$ cat src/rtl/pixel_packer_pkg.sv
// Shared types and width helpers for the pixel stream packer.
// The optional luma accumulator is enabled by PIXEL_PACKER_LUMA_SUM_EN in the top.
package pixel_packer_pkg;

  typedef enum logic [1:0] {
    MODE_RGB    = 2'd0,
    MODE_GRAY   = 2'd1,
    MODE_NEG    = 2'd2,
    MODE_THRESH = 2'd3
  } mode_e;

  typedef enum logic [1:0] {
    ST_IDLE   = 2'd0,
    ST_ARMED  = 2'd1,
    ST_ACTIVE = 2'd2
  } state_e;

  function automatic int calc_gh_w(input int ch_w);
    return ch_w / 2;
  endfunction

  function automatic int calc_word_w(input int ch_w);
    return 1 + (ch_w / 2) + ch_w;
  endfunction

endpackage

$ cat src/rtl/pixel_mode_xform.sv
// Combinational per-mode pixel transform followed by truncation to CH_W bits.
module pixel_mode_xform
  import pixel_packer_pkg::*;
#(
  parameter int IN_W = 12,
  parameter int CH_W = 10
) (
  input  logic [IN_W-1:0] red,
  input  logic [IN_W-1:0] green,
  input  logic [IN_W-1:0] blue,
  input  logic [IN_W-1:0] gray,
  input  logic [IN_W-1:0] thresh,
  input  mode_e           mode,
  output logic [CH_W-1:0] red_ch,
  output logic [CH_W-1:0] green_ch,
  output logic [CH_W-1:0] blue_ch
);

  logic [IN_W-1:0] r_full;
  logic [IN_W-1:0] g_full;
  logic [IN_W-1:0] b_full;
  logic [IN_W-1:0] bin;

  always_comb begin
    bin    = (gray >= thresh) ? '1 : '0;
    r_full = red;
    g_full = green;
    b_full = blue;
    case (mode)
      MODE_GRAY: begin
        r_full = gray;
        g_full = gray;
        b_full = gray;
      end
      MODE_NEG: begin
        r_full = ~red;
        g_full = ~green;
        b_full = ~blue;
      end
      MODE_THRESH: begin
        r_full = bin;
        g_full = bin;
        b_full = bin;
      end
      default: ;
    endcase
    // Keep the most significant CH_W bits.
    red_ch   = r_full[IN_W-1 -: CH_W];
    green_ch = g_full[IN_W-1 -: CH_W];
    blue_ch  = b_full[IN_W-1 -: CH_W];
  end

endmodule

$ cat src/rtl/pixel_stream_packer.sv
// Frame-locked pixel transform and two-word SDRAM packer with per-frame pixel count.
// Define PIXEL_PACKER_LUMA_SUM_EN to add the saturating per-frame gray sum output oLUMA_SUM.
module pixel_stream_packer
  import pixel_packer_pkg::*;
#(
  parameter int IN_W  = 12,
  parameter int CH_W  = 10,
  parameter int CNT_W = 24,
  localparam int GH_W   = calc_gh_w(CH_W),
  localparam int WORD_W = calc_word_w(CH_W)
) (
  input  logic              iCLK,
  input  logic              iRST,
  input  logic              iFVAL,
  input  logic              iDVAL,
  input  logic [IN_W-1:0]   iRED,
  input  logic [IN_W-1:0]   iGREEN,
  input  logic [IN_W-1:0]   iBLUE,
  input  logic [IN_W-1:0]   iGRAY,
  input  logic [1:0]        iMODE,
  input  logic [IN_W-1:0]   iTHRESH,
  output logic [WORD_W-1:0] oWR1_DATA,
  output logic [WORD_W-1:0] oWR2_DATA,
  output logic              oDVAL,
  output logic              oFRAME_DONE,
  output logic [CNT_W-1:0]  oPIX_CNT,
  output logic [1:0]        oMODE,
  output logic [1:0]        oSTATE
`ifdef PIXEL_PACKER_LUMA_SUM_EN
  ,
  output logic [IN_W+CNT_W-1:0] oLUMA_SUM
`endif
);

  // Valid-only stream: a pixel is presented when iDVAL is high and is consumed
  // that cycle (no backpressure); oDVAL strobes exactly once per accepted pixel.
  state_e          state;
  mode_e           mode_q;
  logic [IN_W-1:0] thr_q;
  logic [CNT_W-1:0] cnt_q;
  logic            done_d1;
  logic            s1_valid;
  logic [CH_W-1:0] s1_r, s1_g, s1_b;

  logic            rise, fall, accept;
  mode_e           mode_eff;
  logic [IN_W-1:0] thr_eff;
  logic [CH_W-1:0] x_r, x_g, x_b;

  // ARMED is only reached after iFVAL was seen low, so iFVAL high there is a rising edge.
  assign rise     = (state == ST_ARMED) && iFVAL;
  assign fall     = (state == ST_ACTIVE) && !iFVAL;
  assign accept   = iFVAL && iDVAL && (state != ST_IDLE);
  assign mode_eff = rise ? mode_e'(iMODE) : mode_q;
  assign thr_eff  = rise ? iTHRESH : thr_q;
  assign oMODE    = mode_q;
  assign oSTATE   = state;

  pixel_mode_xform #(.IN_W(IN_W), .CH_W(CH_W)) u_xform (
    .red      (iRED),
    .green    (iGREEN),
    .blue     (iBLUE),
    .gray     (iGRAY),
    .thresh   (thr_eff),
    .mode     (mode_eff),
    .red_ch   (x_r),
    .green_ch (x_g),
    .blue_ch  (x_b)
  );

  always_ff @(posedge iCLK) begin
    if (iRST) begin
      state       <= ST_IDLE;
      mode_q      <= MODE_RGB;
      thr_q       <= '0;
      cnt_q       <= '0;
      done_d1     <= 1'b0;
      s1_valid    <= 1'b0;
      s1_r        <= '0;
      s1_g        <= '0;
      s1_b        <= '0;
      oDVAL       <= 1'b0;
      oWR1_DATA   <= '0;
      oWR2_DATA   <= '0;
      oFRAME_DONE <= 1'b0;
      oPIX_CNT    <= '0;
    end else begin
      case (state)
        ST_IDLE:   if (!iFVAL) state <= ST_ARMED;
        ST_ARMED: begin
          if (iFVAL) begin
            state  <= ST_ACTIVE;
            mode_q <= mode_e'(iMODE);
            thr_q  <= iTHRESH;
          end
        end
        ST_ACTIVE: if (!iFVAL) state <= ST_ARMED;
        default:   state <= ST_IDLE;
      endcase

      if (rise) cnt_q <= {{(CNT_W-1){1'b0}}, accept};
      else if (accept && (cnt_q != '1)) cnt_q <= cnt_q + 1'b1;

      // cnt_q cannot change on the fall cycle, so it is still final one cycle later.
      done_d1     <= fall;
      oFRAME_DONE <= done_d1;
      if (done_d1) oPIX_CNT <= cnt_q;

      s1_valid <= accept;
      if (accept) begin
        s1_r <= x_r;
        s1_g <= x_g;
        s1_b <= x_b;
      end

      oDVAL <= s1_valid;
      if (s1_valid) begin
        oWR1_DATA <= {1'b0, s1_g[CH_W-1:GH_W], s1_b};
        oWR2_DATA <= {1'b0, s1_g[GH_W-1:0], s1_r};
      end
    end
  end

`ifdef PIXEL_PACKER_LUMA_SUM_EN
  logic [IN_W+CNT_W-1:0] acc_q;
  logic [IN_W+CNT_W:0]   acc_sum;

  assign acc_sum = {1'b0, acc_q} + (IN_W+CNT_W+1)'(iGRAY);

  always_ff @(posedge iCLK) begin
    if (iRST) begin
      acc_q     <= '0;
      oLUMA_SUM <= '0;
    end else begin
      if (rise) acc_q <= accept ? (IN_W+CNT_W)'(iGRAY) : '0;
      else if (accept) acc_q <= acc_sum[IN_W+CNT_W] ? '1 : acc_sum[IN_W+CNT_W-1:0];
      if (done_d1) oLUMA_SUM <= acc_q;
    end
  end
`endif

endmodule

$ cat config.mk
export PLATFORM = sky130hd
export DESIGN_NAME = pixel_stream_packer
export DESIGN_NICKNAME = d
export VERILOG_FILES = /design/src/rtl/pixel_packer_pkg.sv /design/src/rtl/pixel_mode_xform.sv /design/src/rtl/pixel_stream_packer.sv
export SDC_FILE = /design/constraint.sdc
export NUM_CORES = 1
export LEC_CHECK = 0
export ABC_AREA = 1
export BUFFER_PORTS_ARGS = -buffer_cell sky130_fd_sc_hd__buf_2
export CORE_MARGIN = 3
export CORE_UTILIZATION = 50
export CTS_BUF_LIST = sky130_fd_sc_hd__clkbuf_8 sky130_fd_sc_hd__clkbuf_16
export DETAILED_ROUTE_END_ITERATION = 7
export PLACE_DENSITY_LB_ADDON = 0.05
export SYNTH_ARGS = -nofsm -noshare
export SYNTH_HDL_FRONTEND = slang
export SYNTH_SLANG_ARGS = --single-unit
$ cat constraint.sdc
create_clock -name iCLK -period 2.5 [get_ports iCLK]
set_clock_uncertainty 0.15 [all_clocks]
set_input_delay 0.375 -clock iCLK [delete_from_list [all_inputs] [get_ports iCLK]]
set_output_delay 0.375 -clock iCLK [all_outputs]
set_load 0.02 [all_outputs]
==> reports/summary.txt, run 1 <==
Setup violators final: 1
Routed Antenna Nets: 0
Die width: 116.7 µm
CP Data Required Time: 2700 ps
Sequential Power Share: 40.2%
Status: finished with violations
Combinational Power Share: 12.0%
Root buffer cell: clkbuf_16
Total global-route track usage: 25.14%
Hold WS: 73.13 ps
CORE AREA: 0.01171 mm²
Vias per cell: 5.260
Synth Register Bits: 128
# H-tree levels: 4
Slew HR: 51.04%
P_leak: 3.673 nW
Synthesized instance count: 877
CTS tree: yes
P_sw: 1.349 mW
Hold buffer count at cts: 0
First-pass GRT wire length: 26.85 mm
Crit Path Max Fanout: 8
RSZ-0062 raised after global routing: true
CTS clock-pin slew for the worst setup and hold paths: 60 ps
Slew Viols, Final: 0
Die Y: 116.7 µm
Final worst-path setup slack: -11.16 ps
Maximum clock path buffer count: 2
DR pass1 iterations: 5
Metal3 WL: 1.152 mm
Final hold violations: 0
Max-cap violations: 0
P&R area growth vs syn: 29.11%
Tmin final: 2511 ps
FP Rows: 39
Die ar.: 0.01362 mm²
Final worst-path cycle share: 100.4%
Switching Share: 25.59%
Initial antenna violation count: 0
Hold Crit Start: iTHRESH[3]
WL/cell: 15.28 µm
Synth cell types: 33
PortBufs: 119
Worst hold path class: input port to flip-flop
Num CTS Buffers: 17
Wire length on met2: 7.838 mm
DR vias: 6,070
Synthesized cell area: 0.006126 mm²
GRT overflow: 0
Fin nets: 1,076
Failing checks: setup timing
Worst Tran Pin Value: 733.7 ps
Crit start category: flip-flop
Power density over the cells: 666.4 mW/mm²
Worst vdd ir: 0.4279 mV
WP data arrival: 2710 ps
Endpoint class of the critical path: flip-flop
Sequential fraction of the synthesis area: 41.83%
Layout cells sized above 1: 26.83%
Total power: 5.270 mW
Yosys warning count: 0
Syn Area/Cell: 6.985 µm²
CP startpoint: oSTATE[1]
Routed Wire Length: 17.63 mm
R2R Path Start: oSTATE[1]
Starting DRT DRC Count: 458
Internal: 3.922 mW
Flop-to-flop setup slack: -10 ps
M1 WL: 8.219 mm
Vias in the first global route: 5,541
Top Metal Used: met4
Sink Count: 128
GPL Wtd Cong: 0.9165
Maximum number of pins on one net before global-route repair: 62
DRC Markers: 0
Crit Path Category: flip-flop to flip-flop
Clock power share: 47.7%
Clk_lat worst skew: 420 ps
Fmax: 0.3982 GHz
HPWL Detailed: 11.70 mm
Initial core utilization: 52.31%
Boundary pin count: 128
[critical path, stage by stage, from the launching register on]
cell and delay, ps:
dfxtp_2 320, inv_2 70, nand3_4 120, clkbuf_16 200, mux2i_4 200, ha_4 290, nand2_4 60, nor2_4 110
nand2_1 60, nor2_1 130, nand2_2 60, nand2_2 80, nand2_4 100, buf_12 170, nand2_2 70, nand2_2 70
a21oi_2 170
[Yosys cell counts]
master	number	area share, %
nand3_4	1	0.29
o21ai_1	1	0.082
buf_2	9	0.74
o21ai_2	2	0.29
buf_8	1	0.25
nand2_4	1	0.18
nor2_1	175	11
mux2i_1	11	1.8
nor3_2	1	0.16
nand4_1	4	0.41
xor2_1	13	1.9
inv_2	5	0.31
or2_0	30	3.1
ha_1	13	2.7
conb_1	1	0.061
a21oi_2	9	1.3
nor2_2	2	0.20
buf_1	1	0.061
nand2_1	191	12
nand3_1	17	1.4
clkbuf_1	33	2.0
inv_1	46	2.8
buf_6	3	0.55
nor4_1	1	0.10
a21oi_1	67	5.5
dfxtp_1	128	42
o21ai_0	88	7.2
nor2_4	1	0.18
nand2_2	12	1.2
or2_2	1	0.10
buf_4	2	0.25
nor3_4	1	0.27
nor3_1	6	0.49
[metrics by stage]
| stage | instance area, µm² | cells | util (%) | setup WS, ps | TNS, ps |
|---|---|---|---|---|---|
| floorplan | 6133 | 878 | - | 60.87 | 0 |
| global placement | 6883 | 1114 | 58.77 | -26.04 | -248.0 |
| detailed placement | 6883 | 1114 | 58.77 | -76.03 | -1300 |
| CTS | 7488 | 1146 | 63.94 | 9.909 | 0 |
| global route | 7906 | 1153 | 67.51 | -108.0 | -1733 |
| finish | 7909 | 1154 | 67.53 | -11.16 | -11.16 |
[kinds of logic (layout without fill, tap and decap cells)]
| family | after synthesis | count (layout) | synth area share (%) |
|---|---|---|---|
| muxes | 11 | 11 | 1.797 |
| adders and majority gates | 13 | 13 | 2.655 |
| DFF | 128 | 128 | 41.83 |
| other | 1 | 3 | 0.06122 |
| xor gates and xnor gates | 13 | 13 | 1.859 |
| and+or+nand+nor | 444 | 444 | 30.49 |
| buffers and inverters | 100 | 232 | 6.985 |
| AOI/OAI and AO/OA | 167 | 167 | 14.32 |
[area by class of cell]
cell class              instances  area (µm²)
fillers                      1036        3802
multi-input cells             650        3435
flip-flops and latches        128        2565
repair buffers                149       930.9
clock buffers                  18       439.2
inverters                      51       191.4
well taps                     143       178.9
clock inverters                14       166.4
diodes                          1       2.502
[cells in the final DEF (no fill, tap or decap), drive strengths merged, types with 3 or more instances in the layout]
master and instances:
a21oi 76, buf 146, bufinv 3, clkbuf 21, clkinv 4, clkinvlp 7
dfxtp 128, ha 13, inv 51, mux2i 11, nand2 204, nand3 18
nand4 4, nor2 178, nor3 8, o21ai 91, or2 31, xor2 13
[final timing paths]
check,cells past startpoint,endpoint
min reg2reg,2,oWR1_DATA[10]
min,3,thr_q[3]
max,16,s1_r[9]
max reg2reg,16,s1_r[9]
[power groups by stage]
stage,clock network (mW),registers [mW],logic (mW)
final,2.51,2.12,0.635
after global routing,2.64,2.12,0.707
after CTS,2.54,2.12,0.543
after detailed placement,0,2.16,0.536
after global placement,0,2.16,0.523
after floorplan,0,2.18,0.326
[registers in the layout (all words and copies together), names as in the netlist, 10 cells and up]
name / flops
cnt_q: 24
oPIX_CNT: 24
oWR1_DATA: 15
oWR2_DATA: 15
thr_q: 12
s1_b: 10
s1_g: 10
s1_r: 10
[per-layer routing]
layer | track usage [%] | vias up
li1 | - | 3034
met1 | 33.83 | 2790
met2 | 39.02 | 207
met3 | 5.855 | 39
met4 | 10.09 | 0
met5 | 0 | -
[repair_timing]
item,CTS,global route
setup buffers,0,3
endpoints found under the hold margin,0,0
gates resized for setup,0,69
setup endpoints to repair,0,30
No activity file was read; power rests on OpenSTA's default activity.
==> run 2: changes to the inputs <==
--- a/config.mk
+++ b/config.mk
@@ -5,11 +5,11 @@
 export SDC_FILE = /design/constraint.sdc
 export NUM_CORES = 1
 export LEC_CHECK = 0
-export ABC_AREA = 1
 export BUFFER_PORTS_ARGS = -buffer_cell sky130_fd_sc_hd__buf_2
 export CORE_MARGIN = 3
-export CORE_UTILIZATION = 50
+export CORE_UTILIZATION = 49
 export CTS_BUF_LIST = sky130_fd_sc_hd__clkbuf_8 sky130_fd_sc_hd__clkbuf_16
+export CTS_CLUSTER_DIAMETER = 80
 export DETAILED_ROUTE_END_ITERATION = 7
 export PLACE_DENSITY_LB_ADDON = 0.05
 export SYNTH_ARGS = -nofsm -noshare
==> run 2 against run 1 <==
Compared with the run above: via count shrank 20%; combinational power shrank 33%; largest cell class unchanged; clock-buffer cell count shrank 1; clock power grew 11%; synthesized area shrank 9.0%; critical path depth shrank 7; final cell count shrank 25%; synthesized cell count shrank 34%; the run still ends with setup timing left.
==> reports/summary.txt, run 2 <==
Die ar.: 0.01269 mm² (-6.8%)
Most frequent cells after synthesis: dfxtp_1 (128), nor2_1 (82), mux2i_1 (66)
Routed Wire Length: 14.98 mm (-15%)
Die width: 112.6 µm (-3.5%)
Final hold violations: 0 (unchanged)
Max-cap violations: 0 (unchanged)
Commonest non-fill, non-tap cell in the layout: dfxtp_1
FILL cells: 894 (-14%)
DR pass1 iterations: 4 (-1)
Layout cells sized above 1: 33.88% (+7.1 points)
RSZ-0062 raised after global routing: true
Crit Path Category: flip-flop to flip-flop
Failing checks: setup timing
Post-synth ARST share: 0% (unchanged)
Synthesized cell area: 0.005573 mm² (-9.0%)
Switching Share: 21.87% (-3.7 points)
Status: finished with violations
P&R area growth vs syn: 35.70%
Final worst-path cycle share: 103.6% (+3.2 points)
Sequential Power Share: 39.5% (-0.7 points)
Sequential fraction of the synthesis area: 45.98% (+4.2 points)
Starting DRT DRC Count: 249 (-46%)
FP Rows: 38 (-2.6%)
Top FF cell, synth: dfxtp_1
Maximum clock path buffer count: 2 (unchanged)
Synth cell types: 54 (+64%)
Slew Viols, Final: 0 (unchanged)
Crit Path Max Fanout: 8 (unchanged)
CP startpoint: oSTATE[1]
Synth top area cells: dfxtp_1 (46%), mux2i_1 (12%), xnor2_1 (5.7%)
Combinational Power Share: 8.1% (-3.9 points)
First-pass GRT wire length: 23.52 mm (-12%)
Setup crit end: s1_g[3]
Num CTS Buffers: 17 (unchanged)
WP data arrival: 2690 ps (-20 ps)
CORE AREA: 0.01098 mm² (-6.2%)
Clk_lat worst skew: 400 ps (-20 ps)
Top cell type's share of synthesized area: 45.98% (+4.2 points)
Internal: 4.145 mW (+5.7%)
Top Registers: cnt_q (24), oPIX_CNT (24)
Clock power share: 52.4% (+4.7 points)
CTS tree: yes
DR vias: 4,834 (-20%)
Post-synth EDFFs: 0 (unchanged)
Commonest cells after routing, fill and taps aside: dfxtp_1 (125), buf_2 (118), nor2_1 (82)
Initial antenna violation count: 0 (unchanged)
Vias in the first global route: 4,685 (-15%)
WL/cell: 17.30 µm (+13%)
CTS clock-pin slew for the worst setup and hold paths: 60 ps (about the same)
Worst Tran Pin Value: 912.8 ps (+179.1 ps)
PortBufs: 119 (unchanged)
Crit start category: flip-flop
Fin nets: 792 (-26%)
HPWL Detailed: 9.768 mm (-17%)
Ant. Diodes: 0 (-1)
Synthesized instance count: 580 (-34%)
Reg-to-reg endpoint: s1_g[3]
Initial core utilization: 50.74% (-1.6 points)
Maximum number of pins on one net before global-route repair: 64 (+3.2%)
Syn Area/Cell: 9.608 µm² (+38%)
Leading area contributor after synthesis: dfxtp_1
GRT overflow: 0 (unchanged)
Sink Count: 128 (unchanged)
Flop-to-flop setup slack: -90 ps (-80 ps)
Endpoint class of the critical path: flip-flop
Final core occ: 68.85% (+1.3 points)
Worst slack at placement: -167.8 ps (-91.81 ps)
Root buffer cell: clkbuf_16
Worst Reg-to-Reg Cells: 9 (-7)
Tmin final: 2590 ps (+78.81 ps)
Slew HR: 39.15% (-12 points)
P_leak: 2.928 nW (-20%)
Die Y: 112.6 µm (-3.5%)
Yosys warning count: 0 (unchanged)
Total global-route track usage: 22.86% (-2.3 points)
Synth Register Bits: 128 (unchanged)
Boundary pin count: 128 (unchanged)
Routed Antenna Nets: 0 (unchanged)
Hold buffer count at cts: 0 (unchanged)
# H-tree levels: 4 (unchanged)
Count leader, synth: dfxtp_1
P_sw: 1.160 mW (-14%)
Worst hold path class: input port to flip-flop
Setup violators final: 30 (+29)
R2R Path Start: oSTATE[1]
Worst vdd ir: 0.8337 mV (+95%)
Fmax: 0.3861 GHz (-3.0%)
Power density over the cells: 701.5 mW/mm² (+5.3%)
Vias per cell: 5.582 (+6.1%)
Final worst-path setup slack: -89.97 ps (-78.81 ps)
CP Data Required Time: 2600 ps (-100 ps)
GPL Wtd Cong: 0.8189 (-11%)
DRC Markers: 0 (unchanged)
WHS Path Cells: 3 (unchanged)
run 2: cell families after synthesis:
logic type	share of synthesized area, %
AO/OA/AOI/OAI	8.981
XOR/XNOR	6.444
other	0.06729
multiplexers	12.66
buffers and inverters	4.288
AND/OR/NAND/NOR	18.66
adder cells (fa/ha/maj)	2.919
flip-flops	45.98
run 2: power by group through the flow:
stage	Combinational [mW]	Clock, mW	Sequential (mW)
floorplan	0.239	0	2.14
global placement	0.356	0	2.14
detailed placement	0.366	0	2.14
CTS	0.373	2.82	2.09
global route	0.463	2.92	2.10
finish	0.428	2.78	2.10
run 2: what timing repair did:
action,4_1_cts,5_1_grt
cloned,0,3
resized for setup,6,51
pin swaps,0,15
setup buffers,0,1
setup endpoints to repair,30,30
run 2: worst min-delay path by stage:
| stage | slack [ps] | to | from |
|---|---|---|---|
| floorplan | 310 | oWR1_DATA[14] | s1_g[9] |
| global placement | 320 | oPIX_CNT[13] | oPIX_CNT[13] |
| detailed placement | 330 | oPIX_CNT[8] | oPIX_CNT[8] |
| CTS | 70 | thr_q[6] | iTHRESH[6] |
| global route | 90 | thr_q[3] | iTHRESH[3] |
| finish | 90 | thr_q[1] | iTHRESH[1] |
run 2: cell type report:
class	count	area [µm²]	share of cell area (%)
sequential	128	2569	33.97
tap	140	175.2	2.316
clock inverter	15	242.7	3.210
inverter	5	18.77	0.2482
multi-input combinational	403	3132	41.41
timing repair buffer	158	999.7	13.22
clock buffer	17	425.4	5.625
run 2: layer usage:
layer	up-vias	global-route usage (%)	share of wire, %
li1	2360	-	-
met3	18	5.822	4.6
met2	121	38.78	53
met4	0	6.811	1.6
met1	2335	28.67	41
met5	-	0	0
run 2: worst max-delay path, stage by stage, from the launching register on:
cell and delay (ps):
dfxtp_2 310, nand3b_1 220, mux2_4 360, ha_4 210, nand2b_4 130, a2111o_1 370
a21oi_2 160, o211a_4 260, clkbuf_16 210, nor4_2 50
run 2: stage by stage:
step	hold slack, ps	instances	total power, mW	area (µm²)	setup TNS (ps)
after global placement	316.0	830	2.493	6477	-3719
after floorplan	314.1	581	2.378	5643	-1657
after detailed placement	325.1	830	2.504	6477	-4589
after global routing	90.35	866	5.480	7562	-4330
after CTS	73.31	862	5.289	7182	-594.4
final	91.80	866	5.305	7562	-1787
==> run 3: changes to the inputs <==
--- a/config.mk
+++ b/config.mk
@@ -6,7 +6,6 @@
 export NUM_CORES = 1
 export LEC_CHECK = 0
 export BUFFER_PORTS_ARGS = -buffer_cell sky130_fd_sc_hd__buf_2
-export CORE_MARGIN = 3
 export CORE_UTILIZATION = 49
 export CTS_BUF_LIST = sky130_fd_sc_hd__clkbuf_8 sky130_fd_sc_hd__clkbuf_16
 export CTS_CLUSTER_DIAMETER = 80
==> constraint.sdc (replaced) <==
create_clock -name iCLK -period 2.5 [get_ports iCLK]
set_clock_uncertainty 0.15 [all_clocks]
set_input_delay 0.25 -clock iCLK [delete_from_list [all_inputs] [get_ports iCLK]]
set_output_delay 0.25 -clock iCLK [all_outputs]
set_load 0.02 [all_outputs]
==> run 3 against run 2 <==
Compared with the run above: clock-buffer cell count increased by 3; sequential share of layout area grew 0.30 points; cell area down 0.88%; global-route usage is 1.5 points higher; largest power group unchanged; worst setup slack improved by 38 ps; critical path depth increased by 2; the flow still finishes with violations (setup timing); routed wire length decreased by 4.3%.
==> reports/summary.txt, run 3 (synthesis results as in run 2) <==
P&R area growth vs syn: 34.51%
Clk_lat worst skew: 420 ps (+20 ps)
PortBufs: 119 (unchanged)
Fmax: 0.3919 GHz (+1.5%)
DR vias: 4,793 (-0.85%)
Die width: 108.6 µm (-3.6%)
CP Data Required Time: 2680 ps (+80 ps)
CP max stage cell: dfxtp_2
Worst vdd ir: 0.8268 mV (-0.82%)
Ant. Diodes: 0 (unchanged)
DRC Markers: 0 (unchanged)
Endpoint class of the critical path: flip-flop
Die Y: 108.6 µm (-3.6%)
HPWL Detailed: 9.426 mm (-3.5%)
Routed Antenna Nets: 0 (unchanged)
Reg-to-reg endpoint: s1_g[8]
Flop-to-flop setup slack: -50 ps (+40 ps)
Slew HR: 59.45% (+20 points)
Tmin final: 2552 ps (-38.00 ps)
RSZ-0062 raised after global routing: true
Final worst-path setup slack: -51.97 ps (+38.00 ps)
FP Rows: 38 (unchanged)
Vias per cell: 5.484 (-1.8%)
Vias in the first global route: 4,535 (-3.2%)
First-pass GRT wire length: 22.07 mm (-6.2%)
CTS tree: yes
M3 GR Usage: 6.754% (+0.93 points)
GPL Wtd Cong: 0.8422 (+2.8%)
WL/cell: 16.40 µm (-5.2%)
Crit-path cells: nand3b_1 > buf_6 > buf_12 > mux2i_1 > ha_1 > nand4_1 > a21oi_2 > a21oi_2 > o211a_4 > buf_12 > nor4_4
Total global-route track usage: 24.40% (+1.5 points)
Layout Cells excl Fill: 874 (+0.92%)
Setup violators final: 30 (unchanged)
Status: finished with violations
Boundary pin count: 128 (unchanged)
CORE AREA: 0.01098 mm² (unchanged)
Worst Tran Pin Value: 608.2 ps (-304.6 ps)
Routed Wire Length: 14.33 mm (-4.3%)
Hold WS: 43.58 ps (-48.21 ps)
Initial core utilization: 50.74% (unchanged)
Slew Viols, Final: 0 (unchanged)
Total power: 5.235 mW (-1.3%)
Failing checks: setup timing
Setup TNS: -756.5 ps (+1030 ps)
Crit Path Category: flip-flop to flip-flop
CTS clock-pin slew for the worst setup and hold paths: 60 ps (about the same)
Placed cell area: 0.006447 mm² (-0.46%)
Maximum number of pins on one net before global-route repair: 89 (+39%)
Top Registers: cnt_q (24), oPIX_CNT (24)
Placed insts: 826 (-0.48%)
Die ar.: 0.01180 mm² (-7.0%)
Root buffer cell: clkbuf_16
Stages on worst setup path: 11 (+2)
FILL cells: 871 (-2.6%)
Num CTS Buffers: 17 (unchanged)
Met2 Use GR: 41.41% (+2.6 points)
Crit start category: flip-flop
# H-tree levels: 4 (unchanged)
Maximum clock path buffer count: 2 (unchanged)
Sink Count: 128 (unchanged)
P_leak: 2.954 nW (+0.89%)
Layout cells sized above 1: 30.79% (-3.1 points)
Final core occ: 68.25% (-0.60 points)
Worst Reg-to-Reg Cells: 11 (+2)
Hold Crit Start: iGREEN[5]
Final hold violations: 0 (unchanged)
CP Buf/Inv Count: 3 (+2)
WP data arrival: 2730 ps (+40 ps)
GRT overflow: 0 (unchanged)
Fin nets: 800 (+1.0%)
Initial antenna violation count: 0 (unchanged)
WHS Path Cells: 4 (+1)
Max-cap violations: 0 (unchanged)
Worst slack at placement: -102.7 ps (+65.10 ps)
Worst path max stage delay: 320 ps (-50 ps)
Fin area: 0.007496 mm² (-0.88%)
Commonest non-fill, non-tap cell in the layout: dfxtp_1
CP top delay family: simple AND/OR/NAND/NOR gates
Layer with the highest usage: met2
Power density over the cells: 698.4 mW/mm² (-0.44%)
M1 GR Usage: 28.36% (-0.31 points)
Worst hold path class: input port to flip-flop
Starting DRT DRC Count: 302 (+21%)
Commonest cells after routing, fill and taps aside: dfxtp_1 (125), buf_2 (118), nor2_1 (82)
Hold endpoint: s1_g[3]
Crit Path Max Fanout: 8 (unchanged)
DR pass1 iterations: 5 (+1)
R2R Path Start: oSTATE[1]
Final worst-path cycle share: 102.1% (-1.5 points)
[run 3: cell types whose count changed in the layout (fill, tap and decap cells not counted), sizes merged]
cell,previous run,this run
inv,8,6
clkbuf,19,21
clkinvlp,2,0
buf,156,152
bufinv,6,5
clkinv,4,6
dlygate4sd3,0,13
[run 3: layout make-up]
| type | count | area, µm² | share of cell area [%] |
|---|---|---|---|
| multi-input combinational | 403 | 3012 | 40.18 |
| sequential | 128 | 2569 | 34.27 |
| clock inverter | 12 | 187.7 | 2.504 |
| inverter | 5 | 18.77 | 0.2504 |
| timing repair buffer | 166 | 1067 | 14.24 |
| clock buffer | 20 | 466.7 | 6.226 |
| tap | 140 | 175.2 | 2.337 |
[run 3: worst reg2reg max path, stage by stage (launching register included)]
cell      delay [ps]
dfxtp_2          320
nand3b_1         230
buf_6            180
buf_12           140
mux2i_1          170
ha_1             300
nand4_1          120
a21oi_2          140
a21oi_2           70
o211a_4          270
buf_12           150
nor4_4           210
[run 3: where the power goes]
group / total [mW] / internal [mW] / switching [mW]
logic: 0.414 / 0.201 / 0.213
clock network: 2.72 / 1.84 / 0.886
registers: 2.10 / 2.08 / 0.0234
total: 5.24 / 4.11 / 1.12
[run 3: worst max path at each step]
stage | start | end | slack (ps)
after floorplan | oSTATE[0] | s1_g[7] | -60
after global placement | iFVAL | s1_r[4] | -30
after detailed placement | oSTATE[1] | s1_r[2] | -100
after CTS | oSTATE[1] | s1_r[2] | -2
after global routing | oSTATE[1] | s1_r[4] | -200
final | oSTATE[1] | s1_g[8] | -50
[run 3: timing repair]
| action | in CTS | in global routing |
|---|---|---|
| setup buffers | 1 | 1 |
| cloned | 0 | 1 |
| pin swaps | 1 | 4 |
| endpoints found under the setup margin | 30 | 30 |
| gates resized for setup | 8 | 27 |
| endpoints found under the hold margin | 13 | 0 |
| hold buffers | 13 | 0 |
[run 3: routing by layer]
layer / vias up / routed length (µm) / share of wire [%]
li1: 2386 / - / -
met1: 2252 / 5888 / 41
met2: 122 / 7403 / 52
met3: 33 / 706 / 4.9
met4: 0 / 335 / 2.3
met5: - / 0 / 0
